<file path="src/rtl/cpu_test_sequencer.sv">
// Program-load / run / result-dump sequencer for the single-clock MIPS core.
// Loads imem from a stream, runs the CPU under a watchdog, dumps a dmem window.
module cpu_test_sequencer #(
    parameter int DATA_W      = 32,
    parameter int IADDR_W     = 8,
    parameter int DADDR_W     = 8,
    parameter int CNT_W       = 8,
    parameter int CYC_W       = 32,
    parameter int TIMEOUT_CYC = 4096
) (
    input  logic               clk,
    input  logic               rst,
    input  logic               start,
    input  logic               load_valid,
    output logic               load_ready,
    input  logic [DATA_W-1:0]  load_data,
    input  logic               load_last,
    output logic               imem_we,
    output logic [IADDR_W-1:0] imem_addr,
    output logic [DATA_W-1:0]  imem_wdata,
    output logic               cpu_pcclr,
    input  logic               cpu_fin,
    output logic               dmem_sel,
    output logic [DADDR_W-1:0] dmem_addr,
    input  logic [DATA_W-1:0]  dmem_rdata,
    input  logic [DADDR_W-1:0] dump_base,
    input  logic [CNT_W-1:0]   dump_count,
    output logic               out_valid,
    input  logic               out_ready,
    output logic [DATA_W-1:0]  out_data,
    output logic [DADDR_W-1:0] out_addr,
    output logic               out_last,
    output logic               busy,
    output logic               done,
    output logic               timeout,
    output logic [CYC_W-1:0]   cycles
);

    typedef enum logic [2:0] {
        S_IDLE,
        S_LOAD,
        S_RUN,
        S_DUMP,
        S_DONE
    } state_e;

    localparam bit TO_EN = (TIMEOUT_CYC != 0);
    localparam logic [CYC_W-1:0] TO_LIM =
        TO_EN ? CYC_W'(TIMEOUT_CYC - 1) : '0;

    state_e             state_q, state_d;
    logic [IADDR_W-1:0] iaddr_q, iaddr_d;
    logic [DADDR_W-1:0] base_q, base_d;
    logic [CNT_W-1:0]   count_q, count_d;
    logic [CNT_W-1:0]   idx_q, idx_d;
    logic [CYC_W-1:0]   cycles_q, cycles_d;
    logic               timeout_q, timeout_d;

    logic [DADDR_W-1:0] cur_addr;
    logic               is_last;

    assign cur_addr = base_q + DADDR_W'(idx_q);
    assign is_last  = (idx_q == count_q - CNT_W'(1));
    assign cycles   = cycles_q;
    assign timeout  = timeout_q;

    always_comb begin
        state_d    = state_q;
        iaddr_d    = iaddr_q;
        base_d     = base_q;
        count_d    = count_q;
        idx_d      = idx_q;
        cycles_d   = cycles_q;
        timeout_d  = timeout_q;
        load_ready = 1'b0;
        imem_we    = 1'b0;
        imem_addr  = '0;
        imem_wdata = '0;
        cpu_pcclr  = 1'b0;
        dmem_sel   = 1'b0;
        dmem_addr  = '0;
        out_valid  = 1'b0;
        out_data   = '0;
        out_addr   = '0;
        out_last   = 1'b0;
        busy       = 1'b0;
        done       = 1'b0;

        unique case (state_q)
            S_IDLE, S_DONE: begin
                done = (state_q == S_DONE);
                if (start) begin
                    base_d    = dump_base;
                    count_d   = dump_count;
                    idx_d     = '0;
                    iaddr_d   = '0;
                    cycles_d  = '0;
                    timeout_d = 1'b0;
                    state_d   = S_LOAD;
                end
            end
            S_LOAD: begin
                busy       = 1'b1;
                load_ready = 1'b1;
                imem_addr  = iaddr_q;
                if (load_valid) begin
                    imem_we    = 1'b1;
                    imem_wdata = load_data;
                    iaddr_d    = iaddr_q + IADDR_W'(1);
                    if (load_last) state_d = S_RUN;
                end
            end
            S_RUN: begin
                busy      = 1'b1;
                cpu_pcclr = 1'b1;
                // The exit cycle is not counted, so cycles holds the full RUN cycles before it.
                if (cpu_fin) begin
                    state_d = S_DUMP;
                end else if (TO_EN && cycles_q == TO_LIM) begin
                    timeout_d = 1'b1;
                    state_d   = S_DUMP;
                end else if (cycles_q != '1) begin
                    cycles_d = cycles_q + CYC_W'(1);
                end
            end
            S_DUMP: begin
                busy     = 1'b1;
                dmem_sel = 1'b1;
                if (count_q == '0) begin
                    state_d = S_DONE;
                end else begin
                    dmem_addr = cur_addr;
                    out_addr  = cur_addr;
                    out_data  = dmem_rdata;
                    out_valid = 1'b1;
                    out_last  = is_last;
                    if (out_ready) begin
                        idx_d = idx_q + CNT_W'(1);
                        if (is_last) state_d = S_DONE;
                    end
                end
            end
            default: state_d = S_IDLE;
        endcase
    end

    always_ff @(posedge clk or posedge rst) begin
        if (rst) begin
            state_q   <= S_IDLE;
            iaddr_q   <= '0;
            base_q    <= '0;
            count_q   <= '0;
            idx_q     <= '0;
            cycles_q  <= '0;
            timeout_q <= 1'b0;
        end else begin
            state_q   <= state_d;
            iaddr_q   <= iaddr_d;
            base_q    <= base_d;
            count_q   <= count_d;
            idx_q     <= idx_d;
            cycles_q  <= cycles_d;
            timeout_q <= timeout_d;
        end
    end

endmodule

</file>
<file path="config.mk">
export PLATFORM = sky130hd
export DESIGN_NAME = cpu_test_sequencer
export DESIGN_NICKNAME = d
export VERILOG_FILES = /design/src/rtl/cpu_test_sequencer.sv
export SDC_FILE = /design/constraint.sdc
export NUM_CORES = 1
export LEC_CHECK = 0
export CAP_MARGIN = 0
export CORE_ASPECT_RATIO = 1.2
export CORE_MARGIN = 2
export CORE_UTILIZATION = 25
export CTS_CLUSTER_DIAMETER = 120
export DETAILED_ROUTE_END_ITERATION = 7
export HOLD_SLACK_MARGIN = 0.1
export PLACE_DENSITY = 0.52
export RECOVER_POWER = 50
export SYNTH_ARGS = -nofsm -noshare
export SYNTH_HDL_FRONTEND = slang
export SYNTH_SLANG_ARGS = --single-unit
</file>
<file path="constraint.sdc">
create_clock -name clk -period 3 [get_ports clk]
set_input_delay 0.45 -clock clk [delete_from_list [all_inputs] [get_ports clk]]
set_output_delay 0.45 -clock clk [all_outputs]
set_load 0.01 [all_outputs]
</file>
# [Word level (Yosys, flattened, before mapping)]
# Cells that the tools add are included.
[totals] ff_bits=68 latchBits=0 mem_bits_rw=0 rom_bits=0 input_bits=87 out_inout_bits=129 word_cells=86 memories=0
[op_classes] addsub=5 multipliers=0 n_div=0 n_lt_le_gt_ge=0 n_eq_ne=19 n_shift=0 mux=42 n_bitwise=0 reduce_logical=13
[op_table] op="32-bit 2-to-1 mux" n=8
[op_table] op="32-bit one-hot mux with 2 select lines" n=1
[op_table] op="8-bit 2-to-1 mux" n=7
[op_table] op="32-bit by 1-bit adder with 32-bit output, second input constant" n=1
[op_table] op="32-bit by 12-bit equality test with 1-bit output, second input constant" n=1
[op_table] op="32-bit inequality test, second input constant" n=1
[op_table] op="8-bit one-hot mux with 2 select lines" n=2
[op_table] op="3-bit 2-to-1 mux" n=8
[op_table] op="2-bit inequality test, second input constant" n=9
[op_table] op="8-bit by 1-bit adder with 8-bit output, second input constant" n=2
[op_table] op="1-bit 2-to-1 mux" n=14
[op_table] op="3-bit one-hot mux with 4 select lines" n=1
[op_table] op="3-bit inequality test, second input constant" n=3
[op_table] op="8-bit adder" n=1
[op_table] op="8-bit equality test" n=1
[op_table] op="8-bit logical NOT" n=1
[op_table] op="4-bit AND reduction" n=2
[op_table] op="8-bit by 1-bit subtractor with 8-bit output, second input constant" n=1
[op_table] op="3-bit by 2-bit equality test with 1-bit output, second input constant" n=2
[op_table] op="6-bit AND reduction" n=1
[op_table] op="2-bit nonzero test" n=3
[op_table] op="5-bit AND reduction" n=1
[op_table] op="3-bit by 1-bit equality test with 1-bit output, second input constant" n=1
[op_table] op="3-bit equality test, second input constant" n=1
[op_table] op="other kinds (6)" n=6

# [Logic depth before layout (Yosys ltp)]
# Gate-level depths: netlist (run 1).
[depth] word_depth=6 mapped_depth=9

# [Worst setup path before layout (run 1)]
# OpenSTA, ideal clock, no wires.
[synth_path] path_type="register to output" from="reg idx_q[0]" to="out out_addr[6]" arrival_time_ns=2.055 required_ns=2.550 path_slack_ns=0.495 stages_incl_launch_ff=10 cell_sequence="dfrtp_1 -> ha_1 -> fa_1 -> a21o_1 -> a21oi_1 -> o21bai_1 -> a21oi_1 -> xor2_1 -> nor2_1 -> buf_4"
[synth_between] elab_chain_len=3
[synth_lines] item="start, declared" line_no="55" source="logic [CNT_W-1:0] idx_q, idx_d;"
[synth_lines] item="start signal, assigned" line_no="161" source="idx_q <= idx_d;"
[synth_lines] item="8-bit adder" line_no="62" source="assign cur_addr = base_q + DADDR_W'(idx_q);"
[synth_lines] item="8-bit 2-to-1 mux (2 in series)"
[synth_lines] item="end, declared" line_no="31" source="output logic [DADDR_W-1:0] out_addr,"
# Every way passes these cells.

# [Worst setup path in the final report (run 1)]
[layout_path] from="reg count_q[2]" to="out out_valid"
[layout_between] elab_chain_len=3
[layout_lines] item="start, declared" line_no="54" source="logic [CNT_W-1:0] count_q, count_d;"
[layout_lines] item="start signal, assigned" line_no="160" source="count_q <= count_d;"
[layout_lines] item="8-bit logical NOT" line_no="129" source="if (count_q == '0) begin"
[layout_lines] item="1-bit 2-to-1 mux" line_no="129"
[layout_lines] item="1-bit 2-to-1 mux" line_no="89" source="unique case (state_q)"
[layout_lines] item="end, declared" line_no="28" source="output logic out_valid,"
# Every way passes these cells.

==> results of run 1 <==
[power groups by stage]
stage	Sequential, mW	Clock (mW)	Combinational [mW]
floorplan	1.23	0	1.41
global placement	1.22	0	2.67
detailed placement	1.23	0	2.66
CTS	1.22	1.23	2.60
global route	1.24	1.27	2.88
finish	1.22	1.20	2.58
[cells in the mapped netlist (12+ instances only)]
library cell | number | share of area (%)
nand2_1 | 79 | 6.2
dfrtp_1 | 68 | 36
nor2_1 | 67 | 5.3
and2_1 | 46 | 6.0
and3_1 | 37 | 4.9
xnor2_1 | 33 | 6.1
a21oi_1 | 22 | 2.3
clkbuf_1 | 21 | 1.7
inv_1 | 19 | 1.5
nand4_1 | 19 | 2.5
nand3_1 | 18 | 1.9
o21ai_0 | 15 | 1.6
xor2_1 | 15 | 2.8
ha_1 | 12 | 3.2
[timing repair]
item / 4_1_cts / 5_1_grt
resized for setup: 52 / 8
pin swaps: 1 / 0
endpoints found under the setup margin: 46 / 12
buffers inserted: 0 / 2
[area by class of cell]
cell class,count,share of cell area [%]
clock inverter,4,0.920
sequential,68,22.4
timing repair buffer,246,30.9
tap,256,4.21
inverter,19,0.937
multi-input combinational,453,37.2
clock buffer,12,3.50
[state kept, by name (all words and copies together) (netlist names)]
register,count
cycles,32
base_q,8
count_q,8
iaddr_q,8
idx_q,8
state_q,3
timeout,1
[logic make-up after synthesis]
group,after synthesis
AND/OR/NAND/NOR,309
AO/OA/AOI/OAI,80
flip-flops,68
buffers and inverters,57
XOR/XNOR,48
adder cells (fa/ha/maj),13
multiplexers,3
[critical path, cell delays in order (launching register included)]
cell             delay [ns]
dfrtp_1                0.40
or4_4                  0.56
buf_4                  0.17
o41ai_4                0.26
inv_2                  0.09
buf_8                  0.17
clkdlybuf4s50_1        0.48
[metrics by stage]
step / utilization [%] / hold slack, ns / cells / area, µm² / setup WS [ns]
2_1_floorplan: - / 0.452 / 578 / 4770 / 0.495
3_5_place_dp: 38.7 / 0.480 / 1040 / 7270 / 0.0173
3_3_place_gp: 38.7 / 0.467 / 1040 / 7270 / 0.0135
6_report: 40.5 / 0.486 / 1058 / 7610 / 0.0822
5_1_grt: 40.5 / 0.497 / 1058 / 7610 / -0.00435
4_1_cts: 40.5 / 0.491 / 1056 / 7600 / 0.0253
[layout by cell type, fill, tap and decap left out, types with 3 or more instances in the layout]
cell type / count
o21ai_0: 14
nor3_1: 8
nor4_1: 4
nor2_1: 67
a21o_1: 6
or3_1: 4
a211oi_1: 10
nand2_1: 79
clkbuf_16: 9
a21oi_2: 3
buf_4: 27
nand3_1: 18
xnor2_1: 33
a41o_1: 3
a21oi_1: 20
dfrtp_1: 68
a31oi_1: 5
nand4_1: 19
clkbuf_8: 3
dlygate4sd3_1: 34
ha_1: 12
dlygate4sd2_1: 39
and3_1: 37
mux2i_1: 3
and2_1: 45
and4_1: 6
a2111oi_0: 4
inv_1: 17
clkdlybuf4s50_1: 137
dlymetal6s2s_1: 3
xor2_1: 15
[routing by layer]
layer	wire length, µm	global-route usage (%)
met1	6700	19.2
met2	8280	29.8
met3	965	3.71
met4	229	4.51
met5	0	0
[worst paths after layout]
kind	startpoint	to	slack (ns)	cells past startpoint
max in group asynchronous	rst	iaddr_q[4]$_DFFE_PP0P_	0.74	3
max	count_q[2]$_DFFE_PP0P_	out_valid	0.08	6
min in group asynchronous	rst	cycles[26]$_DFFE_PP0P_	1.19	3
max reg2reg	state_q[0]$_DFFE_PP0P_	idx_q[0]$_DFFE_PP0P_	0.37	7
min	base_q[5]$_DFFE_PP0P_	base_q[5]$_DFFE_PP0P_	0.49	2
min reg2reg	base_q[5]$_DFFE_PP0P_	base_q[5]$_DFFE_PP0P_	0.49	2
==> results.yml, run 1 <==
final_layout:
  nNetsFinal: 897
  n_fill_cell: 1903
  multiInputGateArea_um2: 2830
  regArea_um2: 1700
  syn_to_final_growth_pct: 59.8
  drive_gt1_share_pct: 8.35
  diodes: 0
status:
  violations: "capacitance limit, slew limit"
  status: "finished, violations left"
synthesis:
  synth_compound_area_share_pct: 11.3
  synth_top_family_by_area: "simple AND/OR/NAND/NOR gates"
  syn_area_um2: 4770
  yosys.area_share.simple_pct: 33.7
  synth_edf_count: 0
  avgSynthCellArea_um2: 8.25
  postSynthCellCount: 578
  synthXorXnorAreaFrac_pct: 8.82
  synthMuxAreaShare_pct: 0.630
  synthFlopType: "dfrtp_1"
  synth_fa_ha_area_share_pct: 3.57
  synth_nets: 678
  synth_cell_type_count: 56
  ys_ff_latch: 68
  synth_warnings: 0
  ys_async_sr_fraction_pct: 100
  synth-seq-area-share_pct: 35.7
detailed_routing:
  avgViaCountPerCell: 4.70
  drt_iter0_markers: 187
  route.antenna.remaining_nets: 0
  wl_per_cell_um: 15.3
  drcViolationCount: 0
  vias: 4974
  drt-total-wl_um: 16200
  first_pass_iters: 4
run:
  cap_violations: 1
power_and_ir_drop:
  p_seq_share_pct: 24.4
  switchingPower_mw: 1.89
  combPwrFrac_pct: 51.7
  power_mw: 4.99
  internal_power_mw: 3.11
  powerDensity_nw_per_um2: 656
  p_leak_nw: 3.65
  peakVddDrop_mv: 0.357
  power_frac_clock_pct: 23.9
  power_switching_share_pct: 37.8
sta:
  timing.fmax_mhz: 343
  rsz0062_at_grt: "true"
  setup_tns_ns: 0
  setup_violations: 0
  maxSlewViolCount: 69
  hold_violations: 0
  worst_pin_slew_ns: 1.79
  slew_headroom_pct: -19.6
  min_period_ns: 2.92
  final.period_utilization_pct: 97.3
  finClkSkew_ns: 0.00690
clock_network:
  clock_path_buffers: 2
  clkSinkCount: 68
  cts.clk_slew.worst_paths_ns: 0.06
  ctsHoldBuffers: 0
  root_buffer: "clkbuf_16"
  cts-buffers-inserted: 9
  htree_num_levels: 3
  cts_tree: "done"
  clkLatencyLatePin_ns: 0.33
die:
  num_rows: 55
  die_height_um: 155
  fp.dieArea_um2: 20200
  core_um2: 18800
  die_w_um: 130
  start_util_pct: 25.4
  io_pins: 216
global_routing:
  grt_pass1_vias: 5115
  grt_first_pass_wirelength_um: 26200
  grt_max_degree: 69
  gr-total-overflow: 0
  track_usage_pct: 16.4
  antenna_found_initial: 0
placement:
  place_hpwl_um: 12000
  port_buffers: 215
  place.gp.congestion: 0.814
setup_path:
  cp-start-kind: "register"
  worst-endpoint-required_ns: 2.55
  crit_fanout: 29
  worstSetupPathType: "register to primary output"
  end_kind: "primary output"
  arrival_ns: 2.47
min_path:
  hold_class: "register to register"
No activity file was read; power rests on OpenSTA's default activity.
==> run 2, diff against run 1 <==
--- a/config.mk
+++ b/config.mk
@@ -8,12 +8,13 @@
 export CAP_MARGIN = 0
 export CORE_ASPECT_RATIO = 1.2
 export CORE_MARGIN = 2
-export CORE_UTILIZATION = 25
+export CORE_UTILIZATION = 43
 export CTS_CLUSTER_DIAMETER = 120
 export DETAILED_ROUTE_END_ITERATION = 7
 export HOLD_SLACK_MARGIN = 0.1
-export PLACE_DENSITY = 0.52
+export PLACE_DENSITY = 0.82
 export RECOVER_POWER = 50
+export SKIP_CTS_REPAIR_TIMING = 1
 export SYNTH_ARGS = -nofsm -noshare
 export SYNTH_HDL_FRONTEND = slang
 export SYNTH_SLANG_ARGS = --single-unit
==> run 2 against run 1 <==
The run now ends clean. Critical path depth unchanged. Wire length increased by 4.7%. Final cell count decreased by 12%. Global-route usage increased by 12 points. Worst hold slack improved by 0.0087 ns. Critical path type unchanged. Register-to-register slack improved by 0.17 ns. Count of clock-buffer cells in the layout decreased by 2. Clock power increased by 17%. Largest cell class unchanged.
==> results.yml, run 2 (same netlist as run 1, synthesis figures left out) <==
status:
  status: "complete, no violations"
clock_network:
  clock_path_buffers: 2
  htree_num_levels: 3
  cts.clk_slew.worst_paths_ns: 0.06
  cts_tree: "done"
  clkLatencyLatePin_ns: 0.34
  clkSinkCount: 68
  cts-buffers-inserted: 9
  root_buffer: "clkbuf_16"
sta:
  setup_violations: 0
  min_period_ns: 2.94
  slew_headroom_pct: 15.8
  final.period_utilization_pct: 98.0
  finClkSkew_ns: 0.00704
  setup_tns_ns: 0
  maxSlewViolCount: 0
  worst_pin_slew_ns: 1.26
  hold_violations: 0
  rsz0062_at_grt: "true"
  timing.fmax_mhz: 340
final_layout:
  multiInputGateArea_um2: 2840
  final_cell_mix: "clkdlybuf4s50_1 (133), nand2_1 (79), nor2_1 (67), dfrtp_1 (67), dlymetal6s2s_1 (47)"
  regArea_um2: 1700
  syn_to_final_growth_pct: 59.8
  n_fill_cell: 830
  drive_gt1_share_pct: 7.30
  diodes: 0
  final_util_pct: 69.7
  nNetsFinal: 889
  largest_register_ffs: 32
  final_common_cell: "clkdlybuf4s50_1"
detailed_routing:
  avgViaCountPerCell: 5.51
  met3_length_um: 1460
  vias: 5105
  routed.top_layer: "met5"
  drt-met1-wl_um: 6130
  drt-total-wl_um: 16900
  drt_iter0_markers: 301
  route.antenna.remaining_nets: 0
  first_pass_iters: 5
  drcViolationCount: 0
  met2_length_um: 8940
  wl_per_cell_um: 18.3
setup_path:
  end_kind: "primary output"
  max_stage_delay_ns: 0.56
  cp-start-kind: "register"
  cpMaxStageDelayCell: "or4_4"
  crit_path_start: "count_q[2]$_DFFE_PP0P_"
  crit_chain: "or4_4 -> buf_4 -> o41ai_4 -> buf_6 -> nor2_1 -> clkdlybuf4s50_1"
  worstSetupPathType: "register to primary output"
  arrival_ns: 2.49
  worst-endpoint-required_ns: 2.55
  crit_fanout: 10
  rr_startpoint: "state_q[0]$_DFFE_PP0P_"
global_routing:
  antenna_found_initial: 2
  grt_max_degree: 62
  grt_pass1_vias: 5007
  grt_first_pass_wirelength_um: 26400
  track_usage_pct: 28.3
  gr-total-overflow: 0
power_and_ir_drop:
  powerDensity_nw_per_um2: 689
  power_mw: 5.25
  p_leak_nw: 4.21
  peakVddDrop_mv: 0.357
placement:
  port_buffers: 215
  place_hpwl_um: 12800
  place.gp.congestion: 0.868
die:
  die_w_um: 100
  io_pins: 216
  fp.dieArea_um2: 11900
  start_util_pct: 43.6
  die_height_um: 119
  num_rows: 42
  core_um2: 10900
min_path:
  worstHoldStart: "base_q[3]$_DFFE_PP0P_"
  hold_class: "register to register"
run:
  cap_violations: 0
==> run 2: cell type report <==
| cell class | count | area share, % |
|---|---|---|
| multi-input cells | 453 | 37.3 |
| clock buffers | 10 | 3.14 |
| clock inverters | 6 | 2.09 |
| flip-flops and latches | 68 | 22.4 |
| repair buffers | 238 | 32.0 |
| well taps | 132 | 2.17 |
| inverters | 19 | 0.936 |
==> run 2: stage by stage <==
| step | std cells | worst slack [ns] | instance area [µm²] | hold slack (ns) |
|---|---|---|---|---|
| after CTS | 926 | -0.422 | 7450 | 0.498 |
| after floorplan | 578 | 0.495 | 4770 | 0.452 |
| after global placement | 910 | 0.0700 | 7050 | 0.464 |
| after detailed placement | 910 | -0.0436 | 7050 | 0.475 |
| after global routing | 926 | -0.0161 | 7620 | 0.527 |
| final | 926 | 0.0587 | 7620 | 0.494 |
==> run 2: worst paths after layout <==
kind / endpoint / slack, ns / cells after the start
setup reg to reg: idx_q[0]$_DFFE_PP0P_ / 0.54 / 6
max in group asynchronous: idx_q[1]$_DFFE_PP0P_ / 0.50 / 3
min in group asynchronous: timeout$_DFFE_PP0P_ / 0.91 / 2
setup / recovery: dmem_addr[3] / 0.06 / 6
hold / removal: base_q[3]$_DFFE_PP0P_ / 0.49 / 2
hold reg to reg: base_q[3]$_DFFE_PP0P_ / 0.49 / 2
==> run 2: layer usage <==
metal  track usage (%)  vias to the layer above
li1                  -                     2408
met1              32.4                     2428
met2              51.9                      243
met3              6.92                       24
met4              7.62                        2
met5                 0                        -
==> run 2: critical path: cells and delay by family, from the launching register on <==
kind                   cells  cell delay, ns
and+or+nand+nor            2            0.63
buffers and inverters      3            0.85
AOI/OAI and AO/OA          1            0.28
DFF                        1            0.39
==> run 2: report_power, final <==
| group | internal (mW) | leakage, nW | switching [mW] |
|---|---|---|---|
| sequential | 1.08 | 0.917 | 0.168 |
| combinational | 1.26 | 3.10 | 1.35 |
| clock | 1.00 | 0.193 | 0.394 |
| total | 3.34 | 4.21 | 1.91 |
==> run 3, diff against run 2 <==
--- a/config.mk
+++ b/config.mk
@@ -8,11 +8,11 @@
 export CAP_MARGIN = 0
 export CORE_ASPECT_RATIO = 1.2
 export CORE_MARGIN = 2
-export CORE_UTILIZATION = 43
+export CORE_UTILIZATION = 25
 export CTS_CLUSTER_DIAMETER = 120
 export DETAILED_ROUTE_END_ITERATION = 7
 export HOLD_SLACK_MARGIN = 0.1
-export PLACE_DENSITY = 0.82
+export PLACE_DENSITY = 0.52
 export RECOVER_POWER = 50
 export SKIP_CTS_REPAIR_TIMING = 1
 export SYNTH_ARGS = -nofsm -noshare
==> run 3 against run 2 <==
The run now ends with capacitance limit, slew limit left. Count of clock-buffer cells in the layout is 2 higher. Sequential share of layout area decreased by 0.41 points. Power decreased by 3.6%. Clock power is 15% lower. Maximum frequency up 0.67%. Non-clock buffer count rose by 7. Die area increased by 69%. Worst hold slack lost 0.0091 ns. Worst setup slack improved by 0.019 ns. Sequential power hardly changed.
==> results.yml, run 3 (same netlist as run 1, synthesis figures left out) <==
sta:
  whs_ns: 0.485
  rsz0062_at_grt: "true"
  min_period_ns: 2.92
  finClkSkew_ns: 0.00676
  worst_pin_slew_ns: 1.78
  setup_violations: 0
  hold_violations: 0
  slew_headroom_pct: -18.7
  maxSlewViolCount: 69
  final.period_utilization_pct: 97.4
  timing.fmax_mhz: 342
final_layout:
  final_cell_mix: "clkdlybuf4s50_1 (137), nand2_1 (79), dfrtp_1 (68)"
  syn_to_final_growth_pct: 62.7
  largest_register_ffs: 32
  postLayoutCellArea_um2: 7750
  stdcell_count: 1057
  final_util_pct: 41.3
  final_common_cell: "clkdlybuf4s50_1"
  nNetsFinal: 896
  diodes: 0
  drive_gt1_share_pct: 8.11
setup_path:
  reg2reg_slack_ns: 0.38
  cp-start-kind: "register"
  crit_chain: "or4_4 -> buf_4 -> o41ai_4 -> inv_2 -> buf_8 -> clkdlybuf4s50_1"
  crit_fanout: 29
  reg2reg_to: "idx_q[0]$_DFFE_PP0P_"
  arrival_ns: 2.47
  path_buf_inv: 4
  end_kind: "primary output"
  worst-endpoint-required_ns: 2.55
  worstSetupPathType: "register to primary output"
  max_stage_delay_ns: 0.57
  ff2ff_path_depth: 7
  cp_top_family: "buffers and inverters"
  rr_startpoint: "state_q[0]$_DFFE_PP0P_"
  cpMaxStageDelayCell: "or4_4"
detailed_routing:
  wl_per_cell_um: 15.4
  drt_iter0_markers: 176
  drcViolationCount: 0
  first_pass_iters: 5
  drt-total-wl_um: 16300
  route.antenna.remaining_nets: 0
  vias: 4963
  avgViaCountPerCell: 4.70
global_routing:
  grt_first_pass_wirelength_um: 26100
  gr-total-overflow: 0
  grt_busiest_layer: "met2"
  grt_max_degree: 69
  antenna_found_initial: 0
  use_met2_pct: 29.7
  grt_pass1_vias: 5089
  track_usage_pct: 16.4
  gr-usage-met1_pct: 19.3
  grt_util_met3_pct: 3.78
clock_network:
  clkLatencyLatePin_ns: 0.33
  cts-buffers-inserted: 9
  htree_num_levels: 3
  root_buffer: "clkbuf_16"
  cts_tree: "done"
  clock_path_buffers: 2
  cts.clk_slew.worst_paths_ns: 0.06
  clkSinkCount: 68
status:
  violations: "capacitance limit, slew limit"
  status: "finished, violations left"
run:
  cap_violations: 1
die:
  io_pins: 216
  core_um2: 18800
  fp.dieArea_um2: 20200
  start_util_pct: 25.4
  die_height_um: 155
  num_rows: 55
  die_w_um: 130
placement:
  placedCellCount: 1040
  port_buffers: 215
  place_area_um2: 7270
  place_hpwl_um: 12000
  place.gp.congestion: 0.814
power_and_ir_drop:
  p_leak_nw: 4.17
  powerDensity_nw_per_um2: 652
  peakVddDrop_mv: 0.358
min_path:
  min_path_cells: 2
  worstHoldStart: "base_q[5]$_DFFE_PP0P_"
  holdPathEnd: "base_q[5]$_DFFE_PP0P_"
  hold_class: "register to register"
[run 3: worst reg2reg max path: cells and delay by family, from the launching register on]
kind,cells,cell delay (ns)
buffers and inverters,2,1.17
AND/OR/NAND/NOR,3,0.66
flip-flops,1,0.37
AO/OA/AOI/OAI,2,0.30
[run 3: worst max-delay path by stage]
stage | slack [ns] | depth (start not counted) | to | from
after floorplan | 0.49 | 9 | out_addr[6] | idx_q[0]$_DFFE_PP0P_
after global placement | 0.01 | 6 | out_last | count_q[2]$_DFFE_PP0P_
after detailed placement | 0.02 | 6 | out_last | count_q[2]$_DFFE_PP0P_
after CTS | -0.36 | 6 | out_last | count_q[2]$_DFFE_PP0P_
after global routing | -0.01 | 6 | out_addr[3] | count_q[2]$_DFFE_PP0P_
final | 0.08 | 6 | out_valid | count_q[2]$_DFFE_PP0P_
[run 3: through the flow]
| step | worst slack (ns) | setup TNS, ns | power, mW |
|---|---|---|---|
| after floorplan | 0.495 | 0 | 2.64 |
| after global placement | 0.0135 | 0 | 3.89 |
| after detailed placement | 0.0173 | 0 | 3.88 |
| after CTS | -0.362 | -7.95 | 5.11 |
| after global routing | -0.0120 | -0.0234 | 5.45 |
| final | 0.0782 | 0 | 5.06 |
[run 3: area by class of cell]
cell class                 instances  area [µm²]
clock buffer                      12         267
clock inverter                     4        70.1
fill                            1890       11000
inverter                          19        71.3
multi-input combinational        453        2830
sequential                        68        1700
tap                              256         320
timing repair buffer             245        2490
[run 3: layer usage]
layer  vias to the layer above  wire, µm
li1                       2423         -
met1                      2351      6580
met2                       174      8480
met3                        15      1010
met4                         0       188
met5                         -         0
[run 3: report_power, final]
part / internal (mW) / switching, mW / total (mW)
combinational: 1.30 / 1.35 / 2.65
clock: 0.793 / 0.400 / 1.19
sequential: 1.08 / 0.139 / 1.21
total: 3.17 / 1.89 / 5.06
